--- config.mk ---
export PLATFORM = sky130hd
export DESIGN_NAME = fractal_pixel_engine
export DESIGN_NICKNAME = d
export VERILOG_FILES = /design/src/rtl/fractal_pixel_engine.sv
export SDC_FILE = /design/constraint.sdc
export NUM_CORES = 2
export LEC_CHECK = 0
export BUFFER_PORTS_ARGS = -buffer_cell sky130_fd_sc_hd__buf_2
export CAP_MARGIN = 10
export CORE_UTILIZATION = 45
export CTS_CLUSTER_SIZE = 24
export DETAILED_ROUTE_END_ITERATION = 12
export SYNTH_ARGS = -nofsm -noshare
export SYNTH_HDL_FRONTEND = slang
export SYNTH_SLANG_ARGS = --single-unit
--- constraint.sdc ---
create_clock -name clk -period 18.6 [get_ports clk]
set_clock_uncertainty 0.1 [all_clocks]
set_input_delay 1.86 -clock clk [delete_from_list [all_inputs] [get_ports clk]]
set_output_delay 1.86 -clock clk [all_outputs]
set_load 0.05 [all_outputs]
--- src/rtl/fractal_pixel_engine.sv ---
// Escape-time iterator for one pixel at a time, Mandelbrot or Julia mode, with valid/ready on both sides.
// Define FRACTAL_ESCAPE_MAG_EN to add the mag_sq output used for smooth colouring.
module fractal_pixel_engine #(
  parameter int DATA_WIDTH   = 16,
  parameter int FRAC_BITS    = 13,
  parameter int COORD_WIDTH  = 8,
  parameter int ZOOM_WIDTH   = 3,
  parameter int MAX_ITER     = 127,
  parameter int OUTPUT_WIDTH = 7,
  parameter int MUL_LATENCY  = 1,
  localparam int ITER_WIDTH  = $clog2(MAX_ITER + 1)
) (
  input  logic                         clk,
  input  logic                         rst_n,
  input  logic                         in_valid,
  output logic                         in_ready,
  input  logic [COORD_WIDTH-1:0]       px,
  input  logic [COORD_WIDTH-1:0]       py,
  input  logic signed [DATA_WIDTH-1:0] origin_re,
  input  logic signed [DATA_WIDTH-1:0] origin_im,
  input  logic [ZOOM_WIDTH-1:0]        zoom,
  input  logic                         julia,
  input  logic signed [DATA_WIDTH-1:0] k_re,
  input  logic signed [DATA_WIDTH-1:0] k_im,
  input  logic [ITER_WIDTH-1:0]        max_iter,
  output logic                         out_valid,
  input  logic                         out_ready,
  output logic [ITER_WIDTH-1:0]        iters,
  output logic                         escaped,
`ifdef FRACTAL_ESCAPE_MAG_EN
  output logic [DATA_WIDTH+2:0]        mag_sq,
`endif
  output logic [OUTPUT_WIDTH-1:0]      shade
);

  // state   | meaning
  // S_IDLE  | waiting for a pixel request
  // S_MUL   | waiting for the squared/cross products of z
  // S_CHECK | escape / limit test, otherwise advance z
  // S_DONE  | result presented until out_ready
  localparam logic [1:0] S_IDLE  = 2'd0;
  localparam logic [1:0] S_MUL   = 2'd1;
  localparam logic [1:0] S_CHECK = 2'd2;
  localparam logic [1:0] S_DONE  = 2'd3;

  localparam int PW = 2 * DATA_WIDTH;
  localparam int SW = 2 * DATA_WIDTH + 1;
  localparam int UW = 2 * DATA_WIDTH + 2;
  localparam logic [SW-1:0] FOUR = SW'(1) << (2 * FRAC_BITS + 2);

  logic [1:0]                   state;
  logic [1:0]                   wait_cnt;
  logic signed [DATA_WIDTH-1:0] z_re, z_im, c_re, c_im;
  logic [ITER_WIDTH-1:0]        count, limit;

  logic signed [PW-1:0] rr_pipe [MUL_LATENCY];
  logic signed [PW-1:0] ii_pipe [MUL_LATENCY];
  logic signed [PW-1:0] ri_pipe [MUL_LATENCY];
  logic signed [PW-1:0] rr, ii, ri;
  logic [SW-1:0]        mag_full;
  logic                 escape;
  logic signed [UW-1:0] diff, twice, nre, nim;
  logic [DATA_WIDTH-1:0] p_re, p_im;
  logic [ITER_WIDTH-1:0] limit_in;

  assign in_ready  = (state == S_IDLE);
  assign out_valid = (state == S_DONE);

  assign p_re = origin_re + (DATA_WIDTH'(px) << zoom);
  assign p_im = origin_im + (DATA_WIDTH'(py) << zoom);
  assign limit_in = (max_iter > ITER_WIDTH'(MAX_ITER)) ? ITER_WIDTH'(MAX_ITER) : max_iter;

  // z is held constant while in S_MUL, so the last stage is valid after MUL_LATENCY edges.
  always_ff @(posedge clk) begin
    rr_pipe[0] <= z_re * z_re;
    ii_pipe[0] <= z_im * z_im;
    ri_pipe[0] <= z_re * z_im;
    for (int i = 1; i < MUL_LATENCY; i++) begin
      rr_pipe[i] <= rr_pipe[i-1];
      ii_pipe[i] <= ii_pipe[i-1];
      ri_pipe[i] <= ri_pipe[i-1];
    end
  end

  assign rr = rr_pipe[MUL_LATENCY-1];
  assign ii = ii_pipe[MUL_LATENCY-1];
  assign ri = ri_pipe[MUL_LATENCY-1];

  assign mag_full = {1'b0, rr} + {1'b0, ii};
  assign escape   = (mag_full >= FOUR);

  assign diff  = {{2{rr[PW-1]}}, rr} - {{2{ii[PW-1]}}, ii};
  assign twice = {ri[PW-1], ri, 1'b0};
  assign nre   = (diff >>> FRAC_BITS) + UW'(c_re);
  assign nim   = (twice >>> FRAC_BITS) + UW'(c_im);

  function automatic logic signed [DATA_WIDTH-1:0] sat(input logic signed [UW-1:0] v);
    if ((&v[UW-1:DATA_WIDTH-1]) || !(|v[UW-1:DATA_WIDTH-1]))
      sat = v[DATA_WIDTH-1:0];
    else
      sat = {v[UW-1], {(DATA_WIDTH-1){~v[UW-1]}}};
  endfunction

`ifdef FRACTAL_ESCAPE_MAG_EN
  logic [SW-1:0]         mag_shift;
  logic [DATA_WIDTH+2:0] mag_sat;
  assign mag_shift = mag_full >> FRAC_BITS;
  assign mag_sat   = (|mag_shift[SW-1:DATA_WIDTH+3]) ? '1 : mag_shift[DATA_WIDTH+2:0];
`endif

  always_ff @(posedge clk) begin
    if (!rst_n) begin
      state    <= S_IDLE;
      wait_cnt <= '0;
      z_re     <= '0;
      z_im     <= '0;
      c_re     <= '0;
      c_im     <= '0;
      count    <= '0;
      limit    <= '0;
      iters    <= '0;
      escaped  <= 1'b0;
      shade    <= '0;
`ifdef FRACTAL_ESCAPE_MAG_EN
      mag_sq   <= '0;
`endif
    end else begin
      case (state)
        S_IDLE: if (in_valid) begin
          z_re     <= julia ? p_re : '0;
          z_im     <= julia ? p_im : '0;
          c_re     <= julia ? k_re : p_re;
          c_im     <= julia ? k_im : p_im;
          count    <= '0;
          limit    <= limit_in;
          wait_cnt <= 2'(MUL_LATENCY - 1);
          state    <= S_MUL;
        end
        S_MUL: begin
          if (wait_cnt == 2'd0) state <= S_CHECK;
          else wait_cnt <= wait_cnt - 2'd1;
        end
        S_CHECK: begin
          if (escape || count == limit) begin
            iters   <= count;
            escaped <= escape;
            shade   <= escape ? OUTPUT_WIDTH'(count >> (ITER_WIDTH - OUTPUT_WIDTH)) : '1;
`ifdef FRACTAL_ESCAPE_MAG_EN
            mag_sq  <= mag_sat;
`endif
            state   <= S_DONE;
          end else begin
            z_re     <= sat(nre);
            z_im     <= sat(nim);
            count    <= count + 1'b1;
            wait_cnt <= 2'(MUL_LATENCY - 1);
            state    <= S_MUL;
          end
        end
        default: if (out_ready) state <= S_IDLE;
      endcase
    end
  end

endmodule
# After elaboration in Yosys (flattened, before gate mapping)
# Memory sizes are Yosys's and may differ from the RTL's.
# Cells that the tools add are included.
[totals] register_bits=97 ramBits=96 inputBits=95 output_inout_bits=17 elab_cells=84 memories=3
[classes] n_addsub=8 multipliers=3 n_lt_le_gt_ge=2 n_eq_ne=8 shift=2 mux=26 n_bitwise=2 reduce_logical=19
[mem_list] memory="ii_pipe" depth=1 width=32 rd=1 rd_ports_with_merged_regs=0 wr=1 line_no="57" rtl="logic signed [PW-1:0] ii_pipe [MUL_LATENCY];"
[mem_list] memory="ri_pipe" depth=1 width=32 rd=1 rd_ports_with_merged_regs=0 wr=1 line_no="58" rtl="logic signed [PW-1:0] ri_pipe [MUL_LATENCY];"
[mem_list] memory="rr_pipe" depth=1 width=32 rd=1 rd_ports_with_merged_regs=0 wr=1 line_no="56" rtl="logic signed [PW-1:0] rr_pipe [MUL_LATENCY];"
[op_table] op="$mux W16" n=10
[op_table] op="$mul A16 B16 Y32" n=3
[op_table] op="$pmux W16 S2" n=2
[op_table] op="$add A20 B16 Y21" n=2
[op_table] op="$reduce_and A19 Y1" n=2
[op_table] op="$reduce_or A19 Y1" n=2
[op_table] op="$add A32 B32 Y33" n=1
[op_table] op="$ge A33 B29 Y1 const B" n=1
[op_table] op="$sub A32 B32 Y33" n=1
[op_table] op="$add A16 B16 Y16" n=2
[op_table] op="$shl A8 B3 Y16" n=2
[op_table] op="$mux W7" n=4
[op_table] op="$mux W2" n=7
[op_table] op="$pmux W7 S2" n=1
[op_table] op="$pmux W2 S3" n=2
[op_table] op="$ne A2 B2 Y1 const B" n=4
[op_table] op="$add A7 B1 Y7 const B" n=1
[op_table] op="$eq A7 B7 Y1" n=1
[op_table] op="$gt A7 B7 Y1 const B" n=1
[op_table] op="$reduce_and A3 Y1" n=2
[op_table] op="$eq A2 B2 Y1 const B" n=2
[op_table] op="$logic_not A2 Y1" n=2
[op_table] op="$reduce_and A2 Y1" n=2
[op_table] op="$reduce_and A4 Y1" n=1
[op_table] op="other kinds (8)" n=12

# Longest topological paths before layout
# An unclocked memory read counts as a cell.
[logic_depth] ltp_word=9 mapped_depth=25 ltp_nobuf=24

# Least setup slack after synthesis
# OpenSTA, ideal clock, no wires.
[synth_path] path_type="register to register" start="register z_re[11]" end="memory rr_pipe[0][31] (netlist bit)" setup_time_ps=72 arrival_ps=6178 required_time_ps=18428 path_slack_ps=12250 path_stages_with_launch=24 path_buffers=2 period_less_slack_ps=6350 cell_sequence="dfxtp_1 clkbuf_1 clkbuf_1 nand2_1 fa_1 fa_1 fa_1 inv_1 fa_1 fa_1 inv_1 fa_1 inv_1 ha_1 a21o_1 a21o_1 a21oi_1 o21ai_0 a211o_1 o21ai_0 o311a_1 o21bai_1 a21oi_1 xnor2_1"
[synth_between] elab_chain_cells=1
[synth_lines] item="start: declaration" line_no="53" rtl="logic signed [DATA_WIDTH-1:0] z_re, z_im, c_re, c_im;"
[synth_lines] item="start signal: assignment" line_no="130" rtl="z_re <= julia ? p_re : '0;"
[synth_lines] item="start signal: assignment" line_no="153" rtl="z_re <= sat(nre);"
[synth_lines] item="$mul A16 B16 Y32" line_no="75" rtl="rr_pipe[0] <= z_re * z_re;"
[synth_lines] item="end: declaration" line_no="56"
# No other way between the ends.

# Final worst setup path
[layout_path] start="register z_re[3]" end="memory rr_pipe[0][31] (netlist bit)"
# The elaborated chain is that of the path after synthesis.

==> flow_summary.toml <==
[outcome]
status = "finished, final reports clean"

[die]
die_area_mm2 = 0.0890
initial_core_util_pct = 45.5
coreArea_mm2 = 0.0869
io_pins = 112
die_w_um = 298
core.rowCount = 108
die_h_um = 298

[setup_path]
crit_arrival_ns = 7.95
crit_buf_inv = 5
worst_setup_path_start_kind = "flip-flop"
reg2reg_depth = 24
critical_path_class = "flip-flop to flip-flop"
r2r_end = "rr_pipe[0][31]"
cp_max_fo = 18
slowest_delay_ns = 0.79
cp.required_ns = 18.93
critPathMostFrequentCell = "fa_1"
r2r_setup_slack_ns = 10.99
cp_top_family = "adder cells"
endpoint_kind = "flip-flop"
cp_cell_sequence = "buf_4, inv_1, nor2_1, ha_1, xor2_1, fa_1, fa_1, inv_1, fa_1, fa_1, inv_1, fa_1, inv_1, ha_1, a21o_1, a21o_1, a21oi_1, o21ai_0, a211o_1, o21ai_0, o311a_1, o21bai_1, a21oi_1, xnor2_1"
cp_slowest_cell = "dfxtp_1"
timing.rr.start = "z_re[3]"

[placement]
place_congestion = 0.916
portBuffers = 111
post-place-cells = 5633
placed_cell_area_mm2 = 0.0412
hpwl_um = 81900

[min_path]
min_from = "limit[5]"
worstHoldEndpoint = "limit[5]"
hold_class = "flip-flop to flip-flop"
whs_path_depth = 2

[sta]
worst_pin_slew_ns = 1.10
hold_ws_ns = 0.375
slew_viol_final = 0
max_slew_margin_pct = 26.7
fmax_mhz = 131
setup_violations = 0
setup-tns-final_ns = 0
fin_crit_sh_pct = 40.9
fin_crit_ns = 7.61
rsz0062_at_grt = "false"
hold_violations = 0

[synthesis]
synth_simple_gate_area_share_pct = 13.3
synth_fa_ha_area_share_pct = 49.6
netlist_top_cells_count = "inv_1 (997), fa_1 (732), nand2_1 (399)"
synth_top_family_by_area = "adder cells"
avgSynthCellArea_um2 = 8.79
synth.distinct_cells = 83
synth_nets = 5719
synthXorXnorAreaFrac_pct = 4.21
yosys.area.top_type = "fa_1"
yosysMostFrequentCell = "inv_1"
synth_edf_count = 0
ys_seq_area_share_pct = 9.07
synth_compound_area_share_pct = 11.4
synth-seq-cells = 179
synth_cells = 4497
yosys-top-cells-area = "fa_1 (37%), ha_1 (13%), inv_1 (9.5%)"
yosysWarnings = 0
synthMuxAreaShare_pct = 1.19
ys.flop_type = "dfxtp_1"
yosys.area.top_type_share_pct = 37.1
async_reset_ff_share_pct = 0
synth_area_mm2 = 0.0395

[layout]
drive_gt1_share_pct = 5.45
final_cells = 5665
stdcell_area_mm2 = 0.0418
areaGrowthSynthToFinish_pct = 5.68
n_fill_cell = 8431
antenna_cells = 0
nets = 5719

[global_route]
grt_pass1_vias = 30400
grt_use_total_pct = 23.7
antenna_found_initial = 1
grt_start_max_net_pins = 68
grt_pass1_wl_um = 167000
grt_overflow = 0

[cts]
numCtsBuffers = 17
cts_tree = "yes"
post-cts-setup-buffer-count = 0
htreeDepth = 4
cts_hold_buf = 0
clock_latency_ns = 0.51
post_cts_resized = 0
clk_transition_reported_paths_ns = 0.08
numClockSinks = 179
root_buffer = "clkbuf_16"
ctsLongestPathBuffers = 2

[detailed_routing]
wl_per_cell_um = 17.9
vias_per_cell = 5.23
drc = 0
drt_first_iter_violations = 1755
ant_nets = 0
drt-pass1-iter-count = 5
wl_um = 101000
vias = 29600

[job]
maxCapViolCount = 0
-- logic make-up (layout without fill, tap and decap cells) --
family | count (synthesis) | in the layout
buf+inv | 1171 | 1184
fa+ha+maj | 1127 | 1127
simple gates | 1101 | 1101
compound gates | 683 | 683
xor+xnor | 190 | 190
flops | 179 | 179
mux | 46 | 46
-- worst reg2reg max path: stages, from the launching register on --
cell and delay [ns]:
dfxtp_1 0.79, buf_4 0.37, inv_1 0.33, nor2_1 0.35, ha_1 0.31, xor2_1 0.19
fa_1 0.45, fa_1 0.54, inv_1 0.05, fa_1 0.50, fa_1 0.50, inv_1 0.06
fa_1 0.48, inv_1 0.04, ha_1 0.34, a21o_1 0.20, a21o_1 0.18, a21oi_1 0.23
o21ai_0 0.17, a211o_1 0.32, o21ai_0 0.39, o311a_1 0.26, o21bai_1 0.08, a21oi_1 0.17
xnor2_1 0.14
-- registers in the layout (all words and copies together) (netlist names), 16 cells and up --
name,flops
z_re,16
ii_pipe,31
z_im,16
c_re,16
c_im,16
rr_pipe,31
ri_pipe,20
-- how the worst max path moves through the flow --
stage,start,endpoint,slack [ns],cells past startpoint
6_report,z_re[3],rr_pipe[0][31],10.99,24
5_1_grt,z_re[3],rr_pipe[0][31],10.63,24
4_1_cts,z_re[3],rr_pipe[0][31],11.04,24
3_5_place_dp,z_re[3],rr_pipe[0][31],11.07,24
3_3_place_gp,z_re[3],rr_pipe[0][31],11.21,24
2_1_floorplan,z_re[11],rr_pipe[0][31],12.25,23
-- final cells by class --
type | instances | area, um2 | share of cell area (%)
multi-input combinational | 3147 | 31500 | 75.4
inverter | 999 | 3750 | 8.98
sequential | 179 | 3580 | 8.58
tap | 1155 | 1450 | 3.46
timing repair buffer | 153 | 871 | 2.09
clock buffer | 18 | 439 | 1.05
clock inverter | 14 | 170 | 0.407
-- per-stage QoR --
step	utilization [%]	setup slack, ns
CTS	48.1	11.04
floorplan	-	12.25
finish	48.1	10.99
detailed placement	47.4	11.07
global placement	47.4	11.21
global route	48.1	10.63
-- layout by cell type (no fill, tap or decap), types with 7 or more instances in the layout --
cell type,count
or3_1,20
nand2_1,399
fa_1,732
a211o_1,10
a31oi_1,25
nor2b_1,40
a22o_1,9
o21bai_1,30
o31ai_1,15
nand4_1,13
o211ai_1,26
nor2_1,236
xor2_1,36
inv_1,996
nand3_1,31
ha_1,395
nor3_1,47
mux2_2,8
o221a_1,10
or2_2,19
dfxtp_1,179
nand2b_1,42
mux2i_1,38
o21a_1,27
clkbuf_16,17
buf_2,111
o22ai_1,9
a211oi_1,45
and3_1,16
a21oi_1,174
and2_1,202
o21ai_0,151
buf_4,42
a311oi_1,7
a21o_1,54
xnor2_1,154
a31o_2,15
-- metal layers --
layer  track usage [%]  up-vias  routed length [um]
met5                 0        -                   0
met4              5.21        0                1900
met3              2.23      102                3620
met2              39.4      571               48200
met1              33.5    14900               47600
li1                  -    14000                   -
Power is not shown: default switching activity piles up to over one toggle a cycle in this logic, so the estimate is an artifact.
